$ cat src/rtl/serv_mem_arbiter.sv
// serv_mem_arbiter: shares one memory port between serv's ibus and dbus with dbus priority and an ibus starvation guard.
// Optional forced completion of stalled grants is enabled by defining SERV_ARB_TIMEOUT_EN.
module serv_mem_arbiter #(
   parameter int MAX_DBUS_RUN   = 4,
   parameter int TIMEOUT_CYCLES = 8
) (
   input  logic        clk,
   input  logic        i_rst,
   input  logic [31:0] i_ibus_adr,
   input  logic        i_ibus_cyc,
   output logic [31:0] o_ibus_rdt,
   output logic        o_ibus_ack,
   input  logic [31:0] i_dbus_adr,
   input  logic [31:0] i_dbus_dat,
   input  logic [3:0]  i_dbus_sel,
   input  logic        i_dbus_we,
   input  logic        i_dbus_cyc,
   output logic [31:0] o_dbus_rdt,
   output logic        o_dbus_ack,
   output logic [31:0] o_mem_adr,
   output logic [31:0] o_mem_dat,
   output logic [3:0]  o_mem_sel,
   output logic        o_mem_we,
   output logic        o_mem_cyc,
   input  logic [31:0] i_mem_rdt,
   input  logic        i_mem_ack,
   output logic        o_timeout
);
   if (MAX_DBUS_RUN < 1 || MAX_DBUS_RUN > 15 || TIMEOUT_CYCLES < 2 || TIMEOUT_CYCLES > 255) begin : g_bad_param
      $error("serv_mem_arbiter: parameter out of range");
   end
   typedef enum logic [1:0] {IDLE, GNT_I, GNT_D} state_t;
   state_t state_d, state_q;
   logic [3:0] run_cnt_d, run_cnt_q;
   logic gnt_i, gnt_d, cyc, tmo, done, take_d;
   assign gnt_i = state_q == GNT_I;
   assign gnt_d = state_q == GNT_D;
   assign cyc = (gnt_i & i_ibus_cyc) | (gnt_d & i_dbus_cyc);
`ifdef SERV_ARB_TIMEOUT_EN
   logic [7:0] tmo_cnt_q;
   assign tmo = cyc & ~i_mem_ack & ~i_rst & (tmo_cnt_q == 8'(TIMEOUT_CYCLES - 1));
   always_ff @(posedge clk)
      tmo_cnt_q <= (i_rst || state_q == IDLE) ? 8'd0 : tmo_cnt_q + {7'd0, ~i_mem_ack};
`else
   assign tmo = 1'b0;
`endif
   assign done       = cyc & ~i_rst & (i_mem_ack | tmo);
   assign o_ibus_ack = gnt_i & done;
   assign o_dbus_ack = gnt_d & done;
   assign o_timeout  = tmo;
   assign o_ibus_rdt = tmo ? 32'd0 : i_mem_rdt;
   assign o_dbus_rdt = tmo ? 32'd0 : i_mem_rdt;
   assign o_mem_cyc  = cyc;
   assign o_mem_adr  = gnt_d ? i_dbus_adr : gnt_i ? i_ibus_adr : 32'd0;
   assign o_mem_dat  = gnt_d ? i_dbus_dat : 32'd0;
   assign o_mem_sel  = gnt_d ? i_dbus_sel : gnt_i ? 4'hF : 4'h0;
   assign o_mem_we   = gnt_d & i_dbus_we;
   // dbus loses priority only once it has won MAX_DBUS_RUN times in a row over a waiting ibus
   assign take_d = i_dbus_cyc & ~(i_ibus_cyc & (run_cnt_q == 4'(MAX_DBUS_RUN)));
   always_comb begin
      state_d   = state_q;
      run_cnt_d = run_cnt_q;
      if (state_q == IDLE) begin
         if (take_d) begin
            state_d   = GNT_D;
            run_cnt_d = !i_ibus_cyc ? 4'd0 : (run_cnt_q == 4'(MAX_DBUS_RUN)) ? run_cnt_q : run_cnt_q + 4'd1;
         end else if (i_ibus_cyc) begin
            state_d   = GNT_I;
            run_cnt_d = 4'd0;
         end
      end else if (!cyc || done) begin
         state_d = IDLE;
      end
   end
   always_ff @(posedge clk) begin
      if (i_rst) begin
         state_q   <= IDLE;
         run_cnt_q <= 4'd0;
      end else begin
         state_q   <= state_d;
         run_cnt_q <= run_cnt_d;
      end
   end
endmodule
$ cat config.mk
export PLATFORM = sky130hd
export DESIGN_NAME = serv_mem_arbiter
export DESIGN_NICKNAME = d
export VERILOG_FILES = /design/src/rtl/serv_mem_arbiter.sv
export SDC_FILE = /design/constraint.sdc
export NUM_CORES = 1
export LEC_CHECK = 0
export ABC_AREA = 1
export BUFFER_PORTS_ARGS = -buffer_cell sky130_fd_sc_hd__buf_4
export CAP_MARGIN = 10
export CELL_PAD_IN_SITES_DETAIL_PLACEMENT = 1
export CELL_PAD_IN_SITES_GLOBAL_PLACEMENT = 1
export CORE_AREA = 2 2 106 108
export CTS_CLUSTER_DIAMETER = 40
export DETAILED_ROUTE_END_ITERATION = 16
export DIE_AREA = 0 0 108 110
export GPL_ROUTABILITY_DRIVEN = 0
export MAX_ROUTING_LAYER = met4
export PLACE_DENSITY_LB_ADDON = 0.1
export SLEW_MARGIN = 25
export SYNTH_ARGS = -nofsm -noshare
export SYNTH_HDL_FRONTEND = slang
export SYNTH_SLANG_ARGS = --single-unit
$ cat constraint.sdc
create_clock -name clk -period 2.1 [get_ports clk]
set_input_delay 0.42 -clock clk [delete_from_list [all_inputs] [get_ports clk]]
set_output_delay 0.42 -clock clk [all_outputs]
set_load 0.01 [all_outputs]
==> reports/metrics.yaml, run 1 <==
yosys_warnings: 0
fp-row-count: 38
vdd_drop_max_uv: 245
cp_data_arrival_time_ns: 1.53
period_minus_slack_ns: 1.95
crit_chain: "inv_1 > nor2_2 > buf_6 > a22o_1 > buf_4"
slew_viol_final: 0
criticalPathCategory: "flip-flop to output port"
area_delta_synth_final_pct: 69.3
vias: 1826
wl_per_cell_um: 14.3
p_leak_uw: 0.00150
seq_area_frac_synth: 0.0802
dp_hpwl_mm: 5.88
syn_inst: 245
reg2reg_depth: 7
dieHeight_um: 110
viasPerCell: 3.70
overflow: 0
whs_path_depth: 2
place.port_buffers: 177
postCtsHoldBufs: 0
finalSetupTns_ns: 0
drc: 0
antenna_found_initial: 0
diodes: 0
ioPinCount: 275
crit_family: "buffers and inverters"
die_area_um2: 11900
cp_slowest_stage_delay_ns: 0.37
status: "complete, no violations"
seq_area_um2: 120
clock_latency_ns: 0.23
powerDensity_nw_per_um2: 343
cts_tree: "yes"
clk_pin_slew_ns: 0.04
finalCritPeriodShare: 0.931
fmax_ghz: 0.512
ant_nets: 0
fillers: 1350
hold_violations: 0
grt_setup_unrepaired: "no"
synthesis.area_um2: 1500
required_ns: 1.68
crit_buf_inv: 3
min_path_type: "input pin to flip-flop"
multi_input_area_um2: 663
place_ws_ns: 0.285
syn_nets: 385
fp.coreArea_um2: 10700
clockBufferDepth: 2
worst_path_max_delay_cell: "dfxtp_1"
drive_gt1_frac: 0.533
final_core_util: 0.237
placed_cell_area_um2: 2490
grt_pass1_vias: 1772
critical_path_depth: 5
first_pass_iters: 4
nNetsFinal: 495
wl_mm: 7.04
fp.dieW_um: 108
endpoint_kind: "output port"
synth.distinct_cells: 17
cts-root-buf: "clkbuf_8"
postSynthAreaPerCell_um2: 6.11
grt_first_pass_wirelength_mm: 9.68
cts_buffers: 3
clock_skew_ns: 0.00195
final_cell_area_um2: 2540
initial_core_util: 0.140
cts_sinks: 6
path_max_fanout: 36
htreeDepth: 1
drt_iter0_markers: 29
maxCapViolations: 0
setup_viol: 0
track_usage: 0.108
ys_ff_latch: 6
grt_max_degree: 37
worstSetupStartpointType: "flip-flop"
fin_ws_ns: 0.146
==> what timing repair did <==
action                                  4_1_cts  5_1_grt
gates resized for setup                       0        1
endpoints found under the setup margin        0        5
setup buffers                                 0        0
==> stage by stage <==
step	power, µW	hold slack [ns]	instances
finish	869	0.389	493
CTS	885	0.384	493
global route	931	0.391	493
global placement	701	0.519	490
floorplan	476	0.479	245
detailed placement	704	0.519	490
==> placed cells by master (no fill, tap or decap), drive strengths merged <==
cell    synthesis  layout
nand4           4       4
inv            44      44
nand2          22      22
ha              2       2
a22o           32      32
nor3            1       1
nand3           7       7
clkbuf          0       3
o21ai           1       1
conb            1       1
a21oi           4       4
buf            75     180
clkinv          1       1
dfxtp           6       6
nor2           45      45
==> final timing paths <==
kind / slack [ns] / endpoint / start
worst max-delay path: 0.15 / o_mem_adr[12] / state_q[1]
worst min-delay path: 0.39 / state_q[1] / i_rst
worst max register to register: 0.90 / run_cnt_q[3] / run_cnt_q[0]
worst min register to register: 0.52 / state_q[1] / state_q[1]
==> cell usage after synthesis (all sizes together) <==
master  count  area share
a21oi       4       0.013
nor2       45        0.12
inv        44        0.11
dfxtp       6       0.080
conb        1      0.0025
a22o       32        0.19
nor3        1      0.0033
buf        75        0.37
ha          2       0.017
nand4       4       0.017
nand3       7       0.023
nand2      22       0.058
o21ai       1      0.0033
clkinv      1      0.0025
==> routing by layer <==
metal	share of wire	wire length, µm	up-vias	GRT usage
met5	0	0	-	-
met4	0.019	133	0	0.0321
met3	0.066	467	20	0.0159
met2	0.55	3840	70	0.208
met1	0.37	2600	820	0.113
li1	-	-	916	-
==> sequential cells by signal, summed over array words and instances, names as in the netlist <==
register,cells
state_q,2
run_cnt_q,4
==> report_power, final <==
part	switching (µW)	internal, µW	total, µW
Sequential	5.97	120	126
Combinational	250	317	567
Clock	52.6	123	176
Total	308	560	869
==> final cells by class <==
cell class	count	area share
clock buffers	3	0.0163
inverters	45	0.0666
multi-input cells	119	0.261
flip-flops and latches	6	0.0474
well taps	140	0.0691
repair buffers	180	0.539
==> kinds of logic (layout without fill, tap and decap cells) <==
family                     after synthesis  after routing  synth area share
other                                    1              1           0.00250
AOI/OAI and AO/OA                       37             37             0.204
and+or+nand+nor                         79             79             0.218
buffers and inverters                  120            228             0.479
adders and majority gates                2              2            0.0167
DFF                                      6              6            0.0802
Power figures use the tool's default switching activity.
==> run 2, diff against run 1 <==
- CELL_PAD_IN_SITES_GLOBAL_PLACEMENT: 1 -> 2
- CORE_AREA: 2 2 106 108 -> not set
- CORE_ASPECT_RATIO: not set -> 2
- CORE_MARGIN: not set -> 2
- CORE_UTILIZATION: not set -> 10
- DIE_AREA: 0 0 108 110 -> not set
==> reports/metrics.yaml, run 2 (synthesized netlist as in run 1, its figures left out) <==
drt_iter0_markers: 40
fin_hold_ws_ns: 0.391
switchingPower_uw: 328
top_register: "run_cnt_q"
powerDensity_nw_per_um2: 382
finalSetupTns_ns: 0
required_ns: 1.68
internal_power_uw: 679
dp_hpwl_mm: 7.30
die_area_um2: 16000
cts_sinks: 6
fin_ws_ns: 0.141
drc: 0
met1Wirelength_mm: 2.47
final_cell_mix: "buf_4, inv_1, nor2_1"
track_usage: 0.102
wl_per_cell_um: 15.4
route.met2.wl_mm: 5.26
diodes: 0
cts_buffers: 3
antenna_found_initial: 0
slew_viol_final: 0
clockBufferDepth: 2
reg.largest.list: "run_cnt_q (4), state_q (2)"
top_layer: "met4"
period_minus_slack_ns: 1.96
drive_gt1_frac: 0.534
p_leak_uw: 0.00151
cp_data_arrival_time_ns: 1.54
wl_mm: 8.48
path_max_fanout: 36
ant_nets: 0
grt_setup_unrepaired: "no"
crit_buf_inv: 3
post_cts_buffers: 0
place_ws_ns: 0.289
fmax_ghz: 0.510
area_delta_synth_final_pct: 75.9
swShare: 0.325
power.share.clock: 0.310
fp.dieW_um: 90.5
htreeDepth: 1
fp-row-count: 63
min_path_type: "input pin to flip-flop"
grt_pass1_vias: 1978
worstSetupStartpointType: "flip-flop"
wl_met3_um: 499
endpoint_kind: "output port"
initial_core_util: 0.102
p_seq_frac: 0.125
rrSetupSlack_ns: 0.88
viasPerCell: 3.42
first_pass_iters: 3
clock_skew_ns: 0.000247
fp.coreArea_um2: 14700
ioPinCount: 275
grt_max_degree: 37
status: "complete, no violations"
maxCapViolations: 0
grt_first_pass_wirelength_mm: 12.1
nNetsFinal: 496
cts_tree: "yes"
crit_family: "buffers and inverters"
final_common_cell: "buf_4"
dieHeight_um: 177
overflow: 0
cts-root-buf: "clkbuf_16"
cp_slowest_stage_delay_ns: 0.37
vdd_drop_max_uv: 298
hold_violations: 0
criticalPathCategory: "flip-flop to output port"
crit_chain: "inv_1 > nor2_2 > buf_6 > a22o_1 > buf_4"
clock_latency_ns: 0.23
finalCritPeriodShare: 0.933
clk_pin_slew_ns: 0.03
place.port_buffers: 177
vias: 1875
worst_path_max_delay_cell: "dfxtp_1"
comb_power_share: 0.565
setup_viol: 0
largest_reg_flops: 4
run 2: layout make-up:
| type | instances | area (µm²) |
|---|---|---|
| Clock buffer | 3 | 75.1 |
| Fill cell | 1850 | 12100 |
| Inverter | 45 | 169 |
| Multi-Input combinational cell | 119 | 663 |
| Sequential cell | 6 | 120 |
| Tap cell | 195 | 244 |
| Timing Repair Buffer | 181 | 1360 |
run 2: routing by layer:
| layer | up-vias | GRT usage |
|---|---|---|
| li1 | 919 | - |
| met3 | 30 | 0.0175 |
| met4 | 0 | 0.0378 |
| met1 | 848 | 0.0819 |
| met5 | - | - |
| met2 | 78 | 0.220 |
run 2: final timing paths:
check / startpoint / to / cells after the start
setup reg to reg: run_cnt_q[1] / run_cnt_q[3] / 7
setup / recovery: state_q[1] / o_mem_adr[13] / 5
hold reg to reg: state_q[0] / state_q[0] / 2
hold / removal: i_rst / run_cnt_q[3] / 2
run 2: repair_timing:
action	in CTS	in global routing
endpoints found under the hold margin	0	0
setup endpoints to repair	0	18
gates resized for setup	0	1
hold buffers	0	0
run 2: power by group through the flow:
stage	Sequential [µW]	Clock, µW	Combinational [µW]
2_1_floorplan	126	0	350
3_3_place_gp	128	0	583
3_5_place_dp	128	0	583
4_1_cts	126	317	586
5_1_grt	127	330	623
6_report	126	312	569
run 2: metrics by stage:
step	total power (µW)	instance area (µm²)	std cells	utilization
finish	1010	2630	549	0.179
CTS	1030	2630	549	0.178
floorplan	476	1500	245	-
global placement	711	2550	546	0.173
global route	1080	2630	549	0.179
detailed placement	711	2550	546	0.173
==> run 3, diff against run 2 <==
- CELL_PAD_IN_SITES_DETAIL_PLACEMENT: 1 -> 2
- HOLD_SLACK_MARGIN: not set -> 0.08
- PLACE_DENSITY_LB_ADDON: 0.1 -> 0.25
==> reports/metrics.yaml, run 3 (synthesized netlist as in run 1, its figures left out) <==
clockBufferDepth: 2
fin_hold_ws_ns: 0.383
finalCritPeriodShare: 0.932
ant_nets: 0
final_core_util: 0.181
final_cell_mix: "buf_4, inv_1, nor2_1"
criticalPathCategory: "flip-flop to output port"
comb_power_share: 0.568
nNetsFinal: 496
slew_viol_final: 0
grt_setup_unrepaired: "no"
min_path_type: "input pin to flip-flop"
fp.coreArea_um2: 14700
largest_reg_flops: 4
cp_data_arrival_time_ns: 1.54
clock_skew_ns: 0.00119
viasPerCell: 3.52
diodes: 0
path_max_fanout: 4
dieHeight_um: 177
swShare: 0.328
track_usage: 0.100
placed_cell_area_um2: 2580
required_ns: 1.68
finalSetupTns_ns: 0
drive_gt1_frac: 0.542
top_register: "run_cnt_q"
status: "complete, no violations"
clock_latency_ns: 0.23
setup_viol: 0
overflow: 0
vdd_drop_max_uv: 329
htreeDepth: 1
wl_per_cell_um: 15.2
first_pass_iters: 3
vias: 1930
grt_pass1_vias: 2189
internal_power_uw: 688
cts-root-buf: "clkbuf_16"
power.share.clock: 0.308
powerDensity_nw_per_um2: 384
drt_iter0_markers: 32
area_delta_synth_final_pct: 78.2
initial_core_util: 0.102
endpoint_kind: "output port"
cts_buffers: 3
grt_first_pass_wirelength_mm: 12.2
drc: 0
grt_max_degree: 35
ioPinCount: 275
worstSetupStartpointType: "flip-flop"
switchingPower_uw: 336
dp_hpwl_mm: 7.31
reg.largest.list: "run_cnt_q (4), state_q (2)"
cts_sinks: 6
p_total_uw: 1020
die_area_um2: 16000
place.port_buffers: 177
final_common_cell: "buf_4"
p_seq_frac: 0.124
antenna_found_initial: 0
p_leak_uw: 0.00152
fmax_ghz: 0.511
clk_pin_slew_ns: 0.04
hold_violations: 0
period_minus_slack_ns: 1.96
cts_tree: "yes"
rrSetupSlack_ns: 0.77
fp-row-count: 63
fp.dieW_um: 90.5
final_cell_area_um2: 2670
maxCapViolations: 0
wl_mm: 8.37
==> run 3: changes by cell type in the layout (fill, tap and decap cells not counted) <==
cell / delta
buf_6: -1
dfxtp_2: +1
dfxtp_1: -1
buf_12: +2
nand3_1: -1
nor2_1: -1
nand3_2: +1
nor2_4: +1
buf_4: -1
==> run 3: layer usage <==
layer | vias to the layer above | track usage | share of wire
li1 | 919 | - | -
met1 | 901 | 0.0793 | 0.27
met2 | 78 | 0.220 | 0.64
met3 | 32 | 0.0149 | 0.058
met4 | 0 | 0.0340 | 0.028
met5 | - | - | 0
==> run 3: metrics by stage <==
stage                     setup WS (ns)  instances
after detailed placement          0.262        546
final                             0.143        549
after CTS                       0.00664        549
after global placement            0.235        546
after floorplan                   0.568        245
after global routing             0.0177        549
==> run 3: worst max-delay path: stages (launching register included) <==
cell	delay [ns]
dfxtp_2	0.36
inv_1	0.08
nor2_2	0.17
nand2_1	0.11
nand2_2	0.12
nand3_2	0.13
nor2_2	0.19
buf_4	0.14
==> run 3: repair_timing <==
| action | CTS | global route |
|---|---|---|
| gates resized for setup | 0 | 4 |
| setup buffers | 0 | 0 |
| endpoints found under the setup margin | 0 | 32 |
| hold buffers | 0 | 0 |
==> run 3: layout make-up <==
cell class | count | area [µm²]
Clock buffer | 3 | 75.1
Sequential cell | 6 | 121
Multi-Input combinational cell | 119 | 676
Inverter | 45 | 169
Tap cell | 195 | 244
Timing Repair Buffer | 181 | 1380
Fill cell | 1808 | 12100
==> run 3: power groups by stage <==
stage          Sequential, µW  Clock, µW  Combinational, µW
2_1_floorplan             126          0                350
3_3_place_gp              127          0                585
3_5_place_dp              128          0                593
4_1_cts                   126        322                595
5_1_grt                   128        334                634
6_report                  127        315                582
==> run 3: worst paths after layout <==
check	start	end	cells after the start
max	state_q[0]	o_ibus_ack	7
min	i_rst	run_cnt_q[1]	2
max reg2reg	state_q[1]	run_cnt_q[0]	6
min reg2reg	state_q[0]	state_q[0]	2
